## src/rtl/uart_frame_tx_if.sv

```systemverilog
// Handshake and serial-line bundle for uart_frame_tx.
// The master side supplies the payload and start request; the slave side is the transmitter.
interface uart_frame_tx_if #(
  parameter int DATA_W = 288
);
  logic [DATA_W-1:0] data;
  logic              start;
  logic              ready;
  logic              tx;
  logic              byte_done;
  logic              done;

  modport master (
    output data,
    output start,
    input  ready,
    input  tx,
    input  byte_done,
    input  done
  );

  modport slave (
    input  data,
    input  start,
    output ready,
    output tx,
    output byte_done,
    output done
  );
endinterface

```

## src/rtl/uart_frame_tx.sv

```systemverilog
// Serialises an N-word payload as back-to-back UART bytes (8 data bits, optional parity, 1-2 stops).
// The payload is latched on acceptance, so the source may change data while a frame is in flight.
//
// state | meaning
// IDLE  | line idle high, ready for start
// START | start bit (low) for one bit time
// DATA  | 8 data bits, LSB first
// PAR   | parity bit (only when PARITY != 0)
// STOP  | STOP_BITS high stop bits, then next byte or back to IDLE
`ifndef DEFAULT_CLKS_PER_BIT
`define DEFAULT_CLKS_PER_BIT 16
`endif

module uart_frame_tx #(
  parameter int N              = 9,
  parameter int SIZE           = 32,
  parameter int CLKS_PER_BIT   = `DEFAULT_CLKS_PER_BIT,
  parameter int BYTE_MSB_FIRST = 0,
  parameter int PARITY         = 0,
  parameter int STOP_BITS      = 1
) (
  input logic           clk,
  input logic           rst_n,
  uart_frame_tx_if.slave bus
);

  localparam int DW     = N * SIZE;
  localparam int BPW    = SIZE / 8;
  localparam int NB     = N * BPW;
  localparam int BIT_W  = $clog2(CLKS_PER_BIT);
  localparam int BYTE_W = (NB > 1) ? $clog2(NB) : 1;

  localparam logic [BIT_W-1:0]  BIT_LAST  = BIT_W'(CLKS_PER_BIT - 1);
  localparam logic [BYTE_W-1:0] BYTE_LAST = BYTE_W'(NB - 1);
  localparam logic              STOP_LAST = (STOP_BITS == 2);

  localparam logic [2:0] IDLE  = 3'd0;
  localparam logic [2:0] START = 3'd1;
  localparam logic [2:0] DATA  = 3'd2;
  localparam logic [2:0] PAR   = 3'd3;
  localparam logic [2:0] STOP  = 3'd4;

  logic [2:0]        state_q, state_d;
  logic [BIT_W-1:0]  bit_cnt_q, bit_cnt_d;
  logic [2:0]        bit_idx_q, bit_idx_d;
  logic              stop_cnt_q, stop_cnt_d;
  logic [BYTE_W-1:0] byte_cnt_q, byte_cnt_d;
  logic [DW-1:0]     shadow_q, shadow_d;
  logic [7:0]        shift_q, shift_d;
  logic              par_q, par_d;

  logic [DW-1:0]     ordered;
  logic              bit_tc;
  logic              tx_o;

  // Bytes are rearranged into transmit order at capture, so the shadow just shifts right per byte.
  for (genvar w = 0; w < N; w++) begin : g_word
    for (genvar j = 0; j < BPW; j++) begin : g_byte
      localparam int SRC = (BYTE_MSB_FIRST != 0) ? (BPW - 1 - j) : j;
      assign ordered[w*SIZE + j*8 +: 8] = bus.data[w*SIZE + SRC*8 +: 8];
    end
  end

  assign bit_tc = (bit_cnt_q == '0);

  always_comb begin
    state_d    = state_q;
    bit_cnt_d  = bit_cnt_q;
    bit_idx_d  = bit_idx_q;
    stop_cnt_d = stop_cnt_q;
    byte_cnt_d = byte_cnt_q;
    shadow_d   = shadow_q;
    shift_d    = shift_q;
    par_d      = par_q;

    if (state_q != IDLE) begin
      bit_cnt_d = bit_tc ? BIT_LAST : (bit_cnt_q - BIT_W'(1));
    end

    case (state_q)
      IDLE: begin
        if (bus.start) begin
          state_d    = START;
          bit_cnt_d  = BIT_LAST;
          byte_cnt_d = BYTE_LAST;
          shadow_d   = ordered;
        end
      end
      START: begin
        if (bit_tc) begin
          state_d   = DATA;
          bit_idx_d = 3'd7;
          shift_d   = shadow_q[7:0];
          par_d     = (PARITY == 2) ? ~(^shadow_q[7:0]) : (^shadow_q[7:0]);
          shadow_d  = shadow_q >> 8;
        end
      end
      DATA: begin
        if (bit_tc) begin
          shift_d = shift_q >> 1;
          if (bit_idx_q == 3'd0) begin
            state_d    = (PARITY != 0) ? PAR : STOP;
            stop_cnt_d = STOP_LAST;
          end else begin
            bit_idx_d = bit_idx_q - 3'd1;
          end
        end
      end
      PAR: begin
        if (bit_tc) begin
          state_d    = STOP;
          stop_cnt_d = STOP_LAST;
        end
      end
      STOP: begin
        if (bit_tc) begin
          if (stop_cnt_q == 1'b0) begin
            if (byte_cnt_q == '0) begin
              state_d = IDLE;
            end else begin
              state_d    = START;
              byte_cnt_d = byte_cnt_q - BYTE_W'(1);
            end
          end else begin
            stop_cnt_d = 1'b0;
          end
        end
      end
      default: state_d = IDLE;
    endcase
  end

  always_ff @(posedge clk or negedge rst_n) begin
    if (!rst_n) begin
      state_q    <= IDLE;
      bit_cnt_q  <= '0;
      bit_idx_q  <= '0;
      stop_cnt_q <= 1'b0;
      byte_cnt_q <= '0;
      shadow_q   <= '0;
      shift_q    <= '0;
      par_q      <= 1'b0;
    end else begin
      state_q    <= state_d;
      bit_cnt_q  <= bit_cnt_d;
      bit_idx_q  <= bit_idx_d;
      stop_cnt_q <= stop_cnt_d;
      byte_cnt_q <= byte_cnt_d;
      shadow_q   <= shadow_d;
      shift_q    <= shift_d;
      par_q      <= par_d;
    end
  end

  // tx is decoded from state so that reset drives the line high without waiting for a clock.
  always_comb begin
    tx_o = 1'b1;
    case (state_q)
      START:   tx_o = 1'b0;
      DATA:    tx_o = shift_q[0];
      PAR:     tx_o = par_q;
      default: tx_o = 1'b1;
    endcase
  end

  assign bus.tx        = tx_o;
  assign bus.ready     = (state_q == IDLE);
  assign bus.byte_done = (state_q == STOP) && bit_tc && (stop_cnt_q == 1'b0);
  assign bus.done      = bus.byte_done && (byte_cnt_q == '0);

endmodule
```

## src/flat_wrapper.sv

```systemverilog
// flat-port wrapper written by rule: the top's interface ports become plain ports
module uart_frame_tx_flat 
#(
  parameter int N              = 9,
  parameter int SIZE           = 32,
  parameter int CLKS_PER_BIT   = `DEFAULT_CLKS_PER_BIT,
  parameter int BYTE_MSB_FIRST = 0,
  parameter int PARITY         = 0,
  parameter int STOP_BITS      = 1
)
  (clk, rst_n, bus_data, bus_start, bus_ready, bus_tx, bus_byte_done, bus_done);
  uart_frame_tx_if bus_i ();
  input logic clk;
  input logic rst_n;
  input wire logic [$bits(bus_i.data)-1:0] bus_data;
  input wire logic [$bits(bus_i.start)-1:0] bus_start;
  output wire logic [$bits(bus_i.ready)-1:0] bus_ready;
  output wire logic [$bits(bus_i.tx)-1:0] bus_tx;
  output wire logic [$bits(bus_i.byte_done)-1:0] bus_byte_done;
  output wire logic [$bits(bus_i.done)-1:0] bus_done;
  assign bus_i.data = bus_data;
  assign bus_i.start = bus_start;
  assign bus_ready = bus_i.ready;
  assign bus_tx = bus_i.tx;
  assign bus_byte_done = bus_i.byte_done;
  assign bus_done = bus_i.done;
  uart_frame_tx #(.N(N), .SIZE(SIZE), .CLKS_PER_BIT(CLKS_PER_BIT), .BYTE_MSB_FIRST(BYTE_MSB_FIRST), .PARITY(PARITY), .STOP_BITS(STOP_BITS)) u_core (.clk(clk), .rst_n(rst_n), .bus(bus_i));
endmodule
```

## config.mk

```make
export PLATFORM = sky130hd
export DESIGN_NAME = uart_frame_tx_flat
export DESIGN_NICKNAME = d
export VERILOG_FILES = /design/src/rtl/uart_frame_tx_if.sv /design/src/rtl/uart_frame_tx.sv /design/src/flat_wrapper.sv
export SDC_FILE = /design/constraint.sdc
export NUM_CORES = 1
export LEC_CHECK = 0
export CAP_MARGIN = 20
export CORE_MARGIN = 1
export CORE_UTILIZATION = 47
export DETAILED_ROUTE_END_ITERATION = 10
export GPL_ROUTABILITY_DRIVEN = 1
export PLACE_DENSITY = 0.87
export REMOVE_ABC_BUFFERS = 1
export SYNTH_ARGS = -nofsm -noshare
export SYNTH_HDL_FRONTEND = slang
export SYNTH_SLANG_ARGS = --single-unit
```

## constraint.sdc

```tcl
create_clock -name clk -period 1.9 [get_ports clk]
set_clock_uncertainty 0.2 [all_clocks]
set_input_delay 0.285 -clock clk [delete_from_list [all_inputs] [get_ports clk]]
set_output_delay 0.285 -clock clk [all_outputs]
set_load 0.01 [all_outputs]
```

# Word level (Yosys, flattened, before mapping)
# Index checks and enable logic that the tools add are counted.
[word_totals]
mem_count = 0
word_cells = 80
latchBits = 0
in_bits = 291
out_inout_bits = 4
reg_bits = 314
mem_bits_rw = 0
rom_bits = 0
[classes]
muxes = 33
shift = 0
div_mod_pow = 0
multipliers = 0
n_bitwise = 1
magnitude_cmp = 0
n_reduce_logical = 21
eq_ne = 14
add_sub_neg = 3
[ops]
columns = ["cell", "n"]
rows = [
  ["$mux 288", 2],
  ["$pmux 288 s2", 1],
  ["$mux 3", 10],
  ["$mux 6", 4],
  ["$mux 4", 4],
  ["$mux 8", 2],
  ["$pmux 8 s2", 1],
  ["$pmux 3 s5", 1],
  ["$ne 2x1->1 const B", 6],
  ["$pmux 6 s2", 1],
  ["$ne 2x2->1 const B", 4],
  ["$reduce_and 4->1", 2],
  ["$reduce_bool 2->1", 4],
  ["$reduce_xor 8->1", 1],
  ["$reduce_and 7->1", 1],
  ["$eq 3x2->1 const B", 2],
  ["$logic_not 3->1", 2],
  ["$logic_not 6->1", 1],
  ["$pmux 3 s2", 1],
  ["$reduce_and 3->1", 2],
  ["$sub 6x1->6 const B", 1],
  ["$reduce_and 5->1", 1],
  ["$logic_not 4->1", 1],
  ["$mux 1", 4],
  ["11 further kinds", 13],
]

# Longest topological paths before layout
# Gate-level depths: netlist of run 1.
[depth]
ltp_word = 5
depth_mapped = 10
depth_no_buf = 6

# Worst setup path after synthesis of run 1
# OpenSTA, ideal clock, no wires.
[synth_path]
kind = "register to register"
start = "reg u_core.bit_cnt_q[0]"
end = "reg u_core.shift_q[4]"
path_buffers = 2
setup_slack_ns = -0.204
t_required_ns = 1.581
period_less_slack_ns = 2.104
setup_time_ns = 0.119
path_stages_with_launch = 9
arrival_ns = 1.785
cell_sequence = "dfrtp_1 > inv_1 > ha_1 > or3b_4 > or3_1 > clkbuf_2 > buf_6 > nand2_1 > o21ai_2"
[synth_between]
elab_chain_cells = 3
[synth_lines]
columns = ["item", "line_no", "text"]
rows = [
  ["start, declared", "uart_frame_tx.sv:44", "logic [BIT_W-1:0] bit_cnt_q, bit_cnt_d;"],
  ["start signal, assigned", "uart_frame_tx.sv:145", "bit_cnt_q <= bit_cnt_d;"],
  ["$logic_not 4->1 (*)", "uart_frame_tx.sv:64", "assign bit_tc = (bit_cnt_q == '0);"],
  ["$ne 2x1->1 (no source line)", "--", ""],
  ["$reduce_and 3->1 (no source line) (*)", "--", ""],
  ["end signal, assigned", "uart_frame_tx.sv:150", "shift_q <= shift_d;"],
  ["end, declared", "uart_frame_tx.sv:49", "logic [7:0] shift_q, shift_d;"],
]
# Mark *: on every way between the ends. The rest lies on a longest branch, timed or not.
# A chain may end at the register's enable or synchronous reset.

# Worst setup path in the final report of run 1
[layout_path]
start = "reg u_core.state_q[2]"
end = "reg u_core.shadow_q[183]"
[layout_between]
elab_chain_cells = 3
[layout_lines]
columns = ["item", "line_no", "text"]
rows = [
  ["start, declared", "uart_frame_tx.sv:43", "logic [2:0] state_q, state_d;"],
  ["start signal, assigned", "uart_frame_tx.sv:144", "state_q <= state_d;"],
  ["$eq 3x1->1 / $logic_not 3->1 (equally long branches)", "uart_frame_tx.sv:80", "case (state_q)"],
  ["$ne 2x1->1 (no source line), or another cell as far along", "--", ""],
  ["$reduce_and 3->1 (no source line)", "--", ""],
  ["end signal, assigned", "uart_frame_tx.sv:149", "shadow_q <= shadow_d;"],
  ["end, declared", "uart_frame_tx.sv:48", "logic [DW-1:0] shadow_q, shadow_d;"],
]
# Parallel ways exist; a longest one is shown, timed or not.

==> results of run 1 <==
## worst max-delay path, cell delays in order, from the launching register on
cell,delay (ns)
dfrtp_2,0.46
buf_6,0.15
nor3b_4,0.23
buf_6,0.16
buf_12,0.12
buf_12,0.14
buf_16,0.15
buf_12,0.17
mux2i_1,0.32
o21ai_1,0.12
## layout make-up
cell class	count	area [sq um]	share of cell area
tap	396	495	0.0191
timing repair buffer	555	7640	0.294
inverter	9	33.8	0.00130
clock inverter	11	92.6	0.00356
antenna	11	27.5	0.00106
clock buffer	48	1050	0.0403
sequential	313	7840	0.301
multi-input combinational	977	8830	0.340
## flip-flops by register name, summed over array words and instances, names as in the netlist
name,flops
u_core.shift_q,8
u_core.byte_cnt_q,6
u_core.shadow_q,288
u_core.bit_cnt_q,4
u_core.par_q,1
u_core.state_q,3
u_core.bit_idx_q,3
## layer usage
| layer | up-vias | part of all wire | GRT usage | routed length, um |
|---|---|---|---|---|
| met5 | - | 0.00040 | 0 | 27 |
| met4 | 4 | 0.083 | 0.197 | 5650 |
| met3 | 420 | 0.081 | 0.0682 | 5550 |
| met2 | 1038 | 0.50 | 0.586 | 33800 |
| met1 | 7341 | 0.34 | 0.396 | 23200 |
| li1 | 5913 | - | - | - |
## cell families after synthesis
| group | synth area share |
|---|---|
| buf+inv | 0.0450 |
| flops | 0.535 |
| simple gates | 0.0986 |
| compound gates | 0.114 |
| mux | 0.199 |
| fa+ha+maj | 0.00342 |
| xor+xnor | 0.00479 |
## metrics by stage
stage          area [sq um]  std cells
2_1_floorplan         14000       1298
6_report              26000       2320
4_1_cts               23400       2282
3_3_place_gp          18600       2096
3_5_place_dp          18600       2096
5_1_grt               26000       2317
## worst min path at each step
stage                                                  to  slack (ns)  depth (start not counted)
after floorplan             u_core.bit_cnt_q[0]$_DFF_PN0_       -0.21                          0
final                     u_core.shadow_q[21]$_DFFE_PN0P_        0.11                          2
after global placement    u_core.shadow_q[20]$_DFFE_PN0P_        0.07                          1
after detailed placement  u_core.shadow_q[12]$_DFFE_PN0P_        0.07                          1
after CTS                 u_core.shadow_q[12]$_DFFE_PN0P_        0.13                          2
after global routing      u_core.shadow_q[21]$_DFFE_PN0P_        0.15                          2
## repair_timing
action	CTS	global route
hold buffers	1	0
gates resized for setup	397	598
setup buffers	54	28
cloned	73	33
endpoints found under the hold margin	313	0
endpoints found under the setup margin	298	312
pin swaps	92	158
## power groups by stage
stage               Clock [mW]  Combinational, mW  Sequential [mW]
floorplan                    0               5.66             10.7
global placement             0               11.5             10.7
detailed placement           0               12.0             10.9
CTS                       6.79               19.5             11.0
global route              7.28               26.9             12.4
finish                    7.02               26.0             12.3
## Yosys cell counts, types with 2 or more instances
master / n / area share
xnor2_1: 8 / 0.0048
ha_1: 4 / 0.0034
nor3_1: 4 / 0.0014
a21o_1: 2 / 0.0010
nand3_1: 6 / 0.0021
nand4_1: 2 / 0.00085
mux2i_1: 290 / 0.20
nor3b_4: 2 / 0.0026
nor3b_1: 2 / 0.0010
and4_1: 2 / 0.0012
o21ai_0: 93 / 0.032
a31oi_1: 5 / 0.0021
buf_4: 2 / 0.0010
or3_1: 3 / 0.0013
clkbuf_1: 41 / 0.011
buf_2: 36 / 0.012
a21oi_2: 2 / 0.0012
nor2b_1: 2 / 0.00085
a21oi_1: 4 / 0.0014
nor2_1: 5 / 0.0013
o21ai_1: 204 / 0.070
or2_2: 4 / 0.0017
nand2_1: 312 / 0.080
dfrtp_1: 313 / 0.54
o21ai_2: 3 / 0.0018
inv_1: 9 / 0.0023
buf_6: 24 / 0.018
==> impl_metrics.yaml, run 1 <==
run_status:
  status: "finished, violations left"
  failed_checks: "negative setup slack"
critical_path:
  worst-path-max-fanout: 8
  r2r_slack_ns: -0.45
  r2r_cells: 9
  critical_path_class: "flip-flop to flip-flop"
  cp-start-kind: "flip-flop"
  startpoint: "u_core.state_q[2]$_DFFE_PN0P_"
  worstPathRequired_ns: 2.08
  arrival_ns: 2.53
  cp-end-kind: "flip-flop"
  rr_startpoint: "u_core.state_q[2]$_DFFE_PN0P_"
  cp-endpoint: "u_core.shadow_q[183]$_DFFE_PN0P_"
  rr_endpoint: "u_core.shadow_q[183]$_DFFE_PN0P_"
route:
  wirelength_um: 68300
  via_count: 14716
  drt_iter0_markers: 1310
  drtPass1Iterations: 8
  wire_per_inst_um: 29.4
  drt-vias-per-instance: 6.34
  antenna_left: 0
  drc: 0
cells_and_area:
  fin_util: 0.850
  filler_cell_count: 1280
  fin_nets: 2185
  layout-drive-gt1-share: 0.426
  layout_commonest_cell: "dfrtp_1"
  areaGrowthSynthToFinish_pct: 77.6
  mostFrequentLayoutCells: "dfrtp_1, clkdlybuf4s50_1, mux2i_1"
run:
  maxCapViolCount: 0
place:
  port-buffer-count: 294
  gp_congestion: 0.793
  dp_hpwl_um: 25200
  pre_cts_slack_ns: -0.370
power:
  p_sw_mw: 18.2
  combPwrFrac: 0.574
  pwr_density_cell_mw_per_mm2: 1740
  finalPower_mw: 45.3
  pwr-share-clk: 0.155
  switching_share: 0.403
  leakage_nw: 11.7
  p_int_mw: 27.0
  pwr-share-seq: 0.271
  ir_drop_uv: 1180
timing:
  setup_ws_ns: -0.449
  finalSetupTns_ns: -91.35
  fin_crit_sh: 1.24
  min_period_ns: 2.35
  max_slew_margin: 0.633
  setup_viol: 312
  tightest_slew_ns: 0.551
  fmax_ghz: 0.426
  whs_ns: 0.115
  drv_slew: 0
  hold_viol_final: 0
  rsz0062_at_grt: "true"
grt:
  grt_overflow: 0
  grt_pass1_vias: 14739
  grtUsageTotal: 0.342
  grt_pass1_wl_um: 82400
  grt_max_degree: 54
  antenna_found_initial: 12
yosys:
  syn_avg_cell_area_sq_um: 10.4
  synthFlopType: "dfrtp_1"
  ys_ff_latch: 313
  yosysUniqueCellTypes: 45
  syn_area_sq_mm: 0.0146
  ys_seq_area_frac: 0.535
  synth_edf_count: 0
  yosys_warnings: 0
  synthArstFlopShare: 1.00
  synthesis.instances: 1402
floorplanning:
  fp.dieH_um: 178
  die_x_um: 178
  core.rowCount: 64
  core-area_sq_mm: 0.0306
  start_util: 0.479
  dieArea_sq_mm: 0.0319
  ios: 295
cts:
  clk_pin_slew_ns: 0.07
  cts.sinks: 313
  cts_tree: "built"
  clk-insertion-delay-late_ns: 0.52
  clockBufferDepth: 3
  cts-root-buf: "clkbuf_16"
  numCtsBuffers: 34
  htreeDepth: 2
hold_path:
  hold_path.class: "input pin to async pin"
(Power assumes the default switching activity.)
==> run 2, diff against run 1 <==
CORE_UTILIZATION = 50   (was 47)
PLACE_DENSITY = 0.88   (was 0.87)
clock period = 2.2 ns   (was 1.9 ns; I/O delays follow)
==> impl_metrics.yaml, run 2 (synthesis gave the netlist of run 1 again) <==
power:
  switching_share: 0.384
  p_sw_mw: 11.5
  combPwrFrac: 0.477
  p_int_mw: 18.5
  leakage_nw: 10.6
  ir_drop_uv: 783
  pwr_density_cell_mw_per_mm2: 1350
  pwr-share-clk: 0.195
  pwr-share-seq: 0.329
  finalPower_mw: 30.0
cts:
  numCtsBuffers: 35
  cts-root-buf: "clkbuf_16"
  clk-insertion-delay-late_ns: 0.51
  clk_pin_slew_ns: 0.06
  clockBufferDepth: 3
  htreeDepth: 2
  cts.sinks: 313
  cts_tree: "built"
place:
  dp_hpwl_um: 25100
  port-buffer-count: 294
  pre_cts_slack_ns: -0.0237
  gp_congestion: 0.830
route:
  wire_per_inst_um: 22.7
  wirelength_um: 49600
  antenna_left: 0
  drt_iter0_markers: 1123
  drt-vias-per-instance: 5.94
  via_count: 13015
  drtPass1Iterations: 5
  drc: 0
grt:
  grt_overflow: 0
  grtUsageTotal: 0.243
  grt_pass1_wl_um: 59000
  antenna_found_initial: 1
  grt_max_degree: 65
  grt_pass1_vias: 12033
timing:
  setup_viol: 284
  finalSetupTns_ns: -29.56
  hold_viol_final: 0
  setup_ws_ns: -0.337
  fin_crit_sh: 1.15
  min_period_ns: 2.54
  drv_slew: 0
  fmax_ghz: 0.394
  whs_ns: 0.150
  max_slew_margin: 0.650
  tightest_slew_ns: 0.524
  rsz0062_at_grt: "true"
floorplanning:
  core.rowCount: 62
  ios: 295
  dieArea_sq_mm: 0.0300
  die_x_um: 173
  fp.dieH_um: 173
  start_util: 0.509
  core-area_sq_mm: 0.0288
cells_and_area:
  layout-drive-gt1-share: 0.259
  largest_registers: "u_core.shadow_q: 288 flops, u_core.shift_q: 8 flops, u_core.byte_cnt_q: 6 flops"
  top_register: "u_core.shadow_q"
  fin_nets: 2079
  largest_reg_flops: 288
  layout_commonest_cell: "dfrtp_1"
  areaGrowthSynthToFinish_pct: 52.2
  mostFrequentLayoutCells: "dfrtp_1, mux2i_1, clkdlybuf4s50_1"
critical_path:
  r2r_slack_ns: -0.34
  cp-end-kind: "flip-flop"
  cp-start-kind: "flip-flop"
  critical_path_class: "flip-flop to flip-flop"
  arrival_ns: 2.72
  path_cells: "inv_1 -> ha_2 -> nor3b_4 -> buf_4 -> buf_4 -> buf_6 -> a21oi_4 -> buf_12 -> buf_16 -> buf_16 -> nand2_1 -> o21ai_1"
  slowest_stage: "dfrtp_1"
  crit_family: "buffers and inverters"
  r2r_cells: 12
  worstPathRequired_ns: 2.38
  rr_startpoint: "u_core.bit_cnt_q[0]$_DFF_PN0_"
  rr_endpoint: "u_core.shadow_q[177]$_DFFE_PN0P_"
  worst-path-max-fanout: 16
  crit_path_max_incr_delay_ns: 0.36
  critPathBufInv: 7
hold_path:
  hold_path.class: "input pin to async pin"
run_status:
  failed_checks: "negative setup slack"
  status: "finished, violations left"
run:
  maxCapViolCount: 0
[run 2: per-stage QoR]
| stage | cells | instance area [sq um] | utilization |
|---|---|---|---|
| after floorplan | 1298 | 14000 | - |
| after global placement | 2048 | 18300 | 0.634 |
| after detailed placement | 2048 | 18300 | 0.634 |
| after CTS | 2115 | 19500 | 0.677 |
| after global routing | 2190 | 22300 | 0.774 |
| final | 2191 | 22300 | 0.774 |
[run 2: worst max-delay path by stage]
stage | slack [ns] | to | from | cells past startpoint
floorplan | -33.93 | u_core.shadow_q[0]$_DFFE_PN0P_ | u_core.state_q[2]$_DFFE_PN0P_ | 4
global placement | 0.06 | bus_done | u_core.byte_cnt_q[0]$_DFFE_PN0P_ | 5
detailed placement | -0.02 | u_core.shadow_q[11]$_DFFE_PN0P_ | bus_start | 6
CTS | -0.13 | bus_done | u_core.bit_cnt_q[0]$_DFF_PN0_ | 6
global route | -0.35 | u_core.shadow_q[177]$_DFFE_PN0P_ | u_core.bit_cnt_q[0]$_DFF_PN0_ | 12
finish | -0.34 | u_core.shadow_q[177]$_DFFE_PN0P_ | u_core.bit_cnt_q[0]$_DFF_PN0_ | 12
[run 2: layout make-up]
class,instances,area [sq um]
multi-input cells,976,7150
repair buffers,449,5640
inverters,9,36.3
diodes,1,2.50
well taps,384,480
flip-flops and latches,313,7840
fillers,1516,6500
clock inverters,12,91.3
clock buffers,47,1040
[run 2: power by group through the flow]
stage          Sequential, mW  Combinational [mW]  Clock (mW)
3_5_place_dp             9.43                9.94           0
2_1_floorplan            9.28                5.22           0
6_report                 9.87                14.3        5.85
4_1_cts                  9.37                10.1        5.84
5_1_grt                  10.0                15.2        6.16
3_3_place_gp             9.28                9.44           0
[run 2: what timing repair did]
item	CTS	global route
hold endpoints to repair	278	0
cloned	0	68
hold buffers	1	0
setup endpoints to repair	4	288
resized for setup	24	426
buffers inserted	7	8
pin swaps	2	25
[run 2: routing by layer]
layer / routed length (um) / GRT usage
met1: 18700 / 0.295
met2: 25100 / 0.423
met3: 3320 / 0.0512
met4: 2510 / 0.0940
met5: 0 / 0
==> run 3, diff against run 2 <==
CORE_MARGIN = unset   (was 1)
PLACE_DENSITY = 0.75   (was 0.88)
==> impl_metrics.yaml, run 3 (synthesis gave the netlist of run 1 again) <==
run_status:
  status: "finished, violations left"
  failed_checks: "negative setup slack"
cells_and_area:
  layout_commonest_cell: "nand2_1"
  areaGrowthSynthToFinish_pct: 38.4
  fin_area_sq_mm: 0.0203
  largest_registers: "u_core.shadow_q: 288 flops, u_core.shift_q: 8 flops, u_core.byte_cnt_q: 6 flops"
  largest_reg_flops: 288
  top_register: "u_core.shadow_q"
  mostFrequentLayoutCells: "nand2_1, dfrtp_1, mux2i_1"
  filler_cell_count: 2115
  fin_nets: 2034
  layout-drive-gt1-share: 0.112
critical_path:
  cp-endpoint: "bus_done"
  arrival_ns: 1.68
  cp-end-kind: "output port"
  r2r_cells: 10
  rr_startpoint: "u_core.state_q[0]$_DFFE_PN0P_"
  startpoint: "u_core.byte_cnt_q[1]$_DFFE_PN0P_"
  worstPathRequired_ns: 1.67
  cp-start-kind: "flip-flop"
  worst-path-max-fanout: 2
  r2r_slack_ns: -0.01
  rr_endpoint: "u_core.shadow_q[276]$_DFFE_PN0P_"
  critical_path_class: "flip-flop to output port"
floorplanning:
  ios: 295
  dieArea_sq_mm: 0.0300
  fp.dieH_um: 173
  start_util: 0.509
  core.rowCount: 62
  core-area_sq_mm: 0.0288
  die_x_um: 173
grt:
  antenna_found_initial: 2
  grt_pass1_vias: 11546
  grt_pass1_wl_um: 58100
  grt_max_degree: 72
  grt_overflow: 0
  grtUsageTotal: 0.239
route:
  wire_per_inst_um: 17.4
  drtPass1Iterations: 7
  via_count: 11434
  antenna_left: 0
  drt_iter0_markers: 648
  drc: 0
  wirelength_um: 37300
  drt-vias-per-instance: 5.32
timing:
  max_slew_margin: 0.627
  hold_viol_final: 0
  whs_ns: 0.101
  fin_crit_sh: 1.00
  setup_viol: 2
  fmax_ghz: 0.452
  min_period_ns: 2.21
  setup_ws_ns: -0.0110
  tightest_slew_ns: 0.559
  drv_slew: 0
  rsz0062_at_grt: "true"
power:
  ir_drop_uv: 690
  leakage_nw: 9.65
  combPwrFrac: 0.426
  pwr-share-clk: 0.220
  pwr_density_cell_mw_per_mm2: 1300
  pwr-share-seq: 0.354
  p_sw_mw: 9.12
  switching_share: 0.345
  finalPower_mw: 26.4
  p_int_mw: 17.3
cts:
  clockBufferDepth: 3
  cts-root-buf: "clkbuf_16"
  clk_pin_slew_ns: 0.06
  cts_tree: "built"
  numCtsBuffers: 34
  clk-insertion-delay-late_ns: 0.50
  cts.sinks: 313
  htreeDepth: 2
run:
  maxCapViolCount: 0
place:
  dp_hpwl_um: 23900
  gp_congestion: 0.790
  post_dp_cell_area_sq_mm: 0.0183
  port-buffer-count: 294
hold_path:
  hold_path.class: "input pin to async pin"
run 3: cell types whose count changed in the layout (fill, tap and decap cells not counted), sizes merged:
cell	change
inv	-1
buf	-9
clkdlybuf4s15	-2
clkinvlp	-1
diode	+1
bufinv	+1
clkinv	-3
clkbuf	-28
run 3: final cells by class:
| cell class | count | area [sq um] | share of cell area |
|---|---|---|---|
| Antenna cell | 2 | 5.00 | 0.000247 |
| Clock inverter | 8 | 90.1 | 0.00445 |
| Timing Repair Buffer | 405 | 4530 | 0.224 |
| Sequential cell | 313 | 7840 | 0.387 |
| Clock buffer | 52 | 1060 | 0.0524 |
| Inverter | 9 | 36.3 | 0.00179 |
| Tap cell | 384 | 480 | 0.0237 |
| Multi-Input combinational cell | 976 | 6220 | 0.307 |
run 3: worst max-delay path, stage by stage (launching register included):
cell and delay, ns:
dfrtp_1 0.38, inv_1 0.11, ha_4 0.15, nor3b_4 0.20
and4_1 0.22, buf_2 0.13
run 3: repair_timing:
item / 4_1_cts / 5_1_grt
pin swaps: 4 / 6
gates resized for setup: 35 / 56
setup endpoints to repair: 222 / 248
gates cloned: 3 / 13
hold buffers: 1 / 0
endpoints found under the hold margin: 313 / 0
setup buffers: 13 / 6
run 3: worst min path at each step:
| stage | startpoint | to | slack, ns | depth (start not counted) |
|---|---|---|---|---|
| finish | rst_n | u_core.shadow_q[12]$_DFFE_PN0P_ | 0.10 | 2 |
| CTS | rst_n | u_core.shadow_q[12]$_DFFE_PN0P_ | 0.11 | 2 |
| global placement | rst_n | u_core.shadow_q[12]$_DFFE_PN0P_ | 0.04 | 1 |
| floorplan | rst_n | u_core.bit_cnt_q[0]$_DFF_PN0_ | -0.17 | 0 |
| global route | rst_n | u_core.shadow_q[12]$_DFFE_PN0P_ | 0.11 | 2 |
| detailed placement | rst_n | u_core.shadow_q[12]$_DFFE_PN0P_ | 0.04 | 1 |
run 3: through the flow:
step                      setup slack (ns)  utilization  TNS [ns]  std cells
after CTS                          0.00240        0.686         0       2130
final                              -0.0110        0.704   -0.0179       2149
after detailed placement           -0.0425        0.637    -0.188       2054
after global placement             -0.0371        0.637   -0.0451       2054
after floorplan                     -33.93            -  -9594.09       1298
after global routing               -0.0974        0.704    -0.291       2149
run 3: metal layers:
| metal | global-route usage | wire length [um] | vias to the layer above |
|---|---|---|---|
| met3 | 0.0427 | 2020 | 68 |
| li1 | - | - | 5515 |
| met2 | 0.399 | 18300 | 317 |
| met5 | 0 | 0 | - |
| met1 | 0.317 | 16000 | 5534 |
| met4 | 0.0796 | 1000 | 0 |
run 3: power groups by stage:
stage / Sequential [mW] / Combinational, mW / Clock (mW)
final: 9.34 / 11.3 / 5.82
after detailed placement: 9.39 / 10.0 / 0
after CTS: 9.31 / 10.5 / 5.91
after global routing: 9.59 / 12.4 / 6.15
after floorplan: 9.28 / 5.22 / 0
after global placement: 9.28 / 9.66 / 0
==> RTL edit, RTL diff (flow settings as in run 2) <==
`PARITY` is set to 0 in 2 places; all go to 1. Comments in the files are not updated.
--- a/src/rtl/uart_frame_tx.sv
+++ b/src/rtl/uart_frame_tx.sv
@@ -18,3 +18,3 @@
   parameter int BYTE_MSB_FIRST = 0,
-  parameter int PARITY         = 0,
+  parameter int PARITY         = 1,
   parameter int STOP_BITS      = 1
--- a/src/flat_wrapper.sv
+++ b/src/flat_wrapper.sv
@@ -7,3 +7,3 @@
   parameter int BYTE_MSB_FIRST = 0,
-  parameter int PARITY         = 0,
+  parameter int PARITY         = 1,
   parameter int STOP_BITS      = 1
Formal check against the unedited RTL: same outputs for any inputs over 10 cycles, from zero or initial values and one cycle with rst_n low; that may be too few to reach the edited logic, so the function may still have changed.
==> RTL edit against run 2 <==
  * The flow still finishes with violations (setup timing)
  * Wire length is 11% lower
  * Sequential share of layout area is 2.0 points higher
  * Worst setup slack better by 0.17 ns
  * Critical path depth is 6 lower
  * Power is 3.3% higher
  * Fmax is 7.1% higher
  * Die area hardly changed
  * Sequential cell count stayed put
  * Hold slack better by 0.061 ns
  * Synthesized area hardly changed
  * Final cell count is 1.9% lower
  * Final area is 5.3% lower
==> RTL edit: results (changes against run 2) <==
outcome -> complete, but fails checks (unchanged)
failing checks -> setup timing (unchanged)
Avg Cell Area, Syn -> 10.5 sq um (was 10.4 sq um)
Pre-Repair DR Iteration Count -> 5 (unchanged)
Layout Nets -> 2036 (was 2079)
VDD IR max -> 808 uV (was 783 uV)
crit path DAT -> 1.84 ns (was 2.72 ns)
ranking of synthesized cells by area -> dfrtp_1, mux2i_1, o21ai_1 (was dfrtp_1, mux2i_1, nand2_1)
setup ws final -> -0.168 ns (was -0.337 ns)
clk root buf -> clkbuf_16 (unchanged)
Primary FF master, synth -> dfrtp_1 (unchanged)
Commonest cells post-synth -> dfrtp_1, nand2_1, mux2i_1 (unchanged)
WL final -> 44100 um (was 49600 um)
dpl hpwl -> 24500 um (was 25100 um)
setup TNS -> -8.49 ns (was -29.56 ns)
CTS Buf Count -> 35 (unchanged)
port bufs -> 294 (unchanged)
Max Fanout on Critical Path -> 3 (was 16)
post-synthesis async set-or-reset flop share -> 100% (unchanged)
Yosys cell types -> 47 (was 45)
largest net degree at the start of global routing -> 73 (was 65)
first-pass GRT wire length -> 58200 um (was 59000 um)
via count -> 12.3k (was 13.0k)
initial antenna violation count -> 1 (unchanged)
layout cells sized above 1 -> 17.1% (was 25.9%)
relative slew slack -> 58.5% (was 65.0%)
Syn. warnings -> 0 (unchanged)
GPL Wtd Cong -> 0.832 (was 0.830)
Max Root-Sink Buffers -> 3 (unchanged)
Clk pin slew, worst setup/hold paths -> 0.06 ns (about the same)
Cell Area, Placed -> 18200 sq um (was 18300 sq um)
largest registers -> u_core.shadow_q x288, u_core.shift_q x8, u_core.byte_cnt_q x6 (unchanged)
H-tree depth -> 2 (unchanged)
routed vias/inst -> 5.74 (was 5.94)
Worst-Skew Late Latency -> 0.51 ns (about the same)
Lkg Pwr -> 10.1 nW (was 10.6 nW)
DRT iter0 DRCs -> 854 (was 1123)
sequential-to-total area share from yosys stat -> 53.5% (about the same)
final setup vio count -> 145 (was 284)
GRT Util Overall -> 23.9% (was 24.3%)
worst min path class -> primary input to asynchronous set/reset pin (unchanged)
[RTL edit: area by class of cell]
| type | instances | area [sq um] |
|---|---|---|
| sequential | 313 | 7840 |
| fill | 1791 | 7690 |
| multi-input combinational | 963 | 6630 |
| timing repair buffer | 417 | 4860 |
| clock buffer | 48 | 1030 |
| tap | 384 | 480 |
| clock inverter | 12 | 214 |
| inverter | 11 | 41.3 |
| antenna | 1 | 2.50 |
[RTL edit: final timing paths]
path	start	to	slack (ns)	cells after the start
setup / recovery	u_core.bit_cnt_q[1]$_DFF_PN0_	bus_done	-0.17	6
hold / removal	rst_n	u_core.shadow_q[55]$_DFFE_PN0P_	0.21	2
setup reg to reg	u_core.state_q[0]$_DFFE_PN0P_	u_core.shadow_q[81]$_DFFE_PN0P_	-0.14	11
hold reg to reg	u_core.shadow_q[278]$_DFFE_PN0P_	u_core.shadow_q[278]$_DFFE_PN0P_	0.28	2
max in group asynchronous	rst_n	u_core.shadow_q[180]$_DFFE_PN0P_	0.86	3
min in group clk	bus_data[280]	u_core.shadow_q[280]$_DFFE_PN0P_	0.23	2
[RTL edit: kinds of logic after synthesis]
group,count (synthesis),share of synthesized area (%)
AOI/OAI and AO/OA,331,12.1
and+or+nand+nor,330,9.12
DFF,313,53.5
muxes,289,19.8
buffers and inverters,116,4.61
xor gates and xnor gates,9,0.538
adders and majority gates,4,0.342
[RTL edit: power by group]
part	total [mW]	internal (mW)	switching, mW	leakage [nW]
clock	6.35	3.97	2.38	0.614
sequential	10.1	8.33	1.82	3.94
combinational	14.5	7.21	7.30	5.50
[RTL edit: routing by layer]
| metal | wire [um] | track usage, % | up-vias |
|---|---|---|---|
| li1 | - | - | 5548 |
| met3 | 3270 | 6.20 | 126 |
| met5 | 0 | 0 | - |
| met1 | 17100 | 29.8 | 6072 |
| met4 | 1710 | 8.67 | 0 |
| met2 | 22000 | 40.3 | 589 |
[RTL edit: through the flow]
stage	utilization [%]	worst slack, ns	power, mW
2_1_floorplan	-	-69.01	15.2
3_3_place_gp	63.2	0.0189	20.4
3_5_place_dp	63.2	-0.0209	21.1
4_1_cts	67.8	-0.112	27.6
5_1_grt	73.3	-0.244	32.6
6_report	73.3	-0.168	31.0
[RTL edit: what timing repair did]
action	CTS	global route
cloned	0	33
setup buffers	6	19
gates resized for setup	26	193
pin swaps	1	54
endpoints found under the hold margin	61	0
setup endpoints to repair	4	286
hold buffers	1	0
[RTL edit: critical path, stage by stage, from the launching register on]
cell and delay, ns:
dfrtp_1 0.39, inv_1 0.07, ha_2 0.19, nor3b_4 0.20, and3_4 0.22, and3_4 0.17
buf_6 0.10
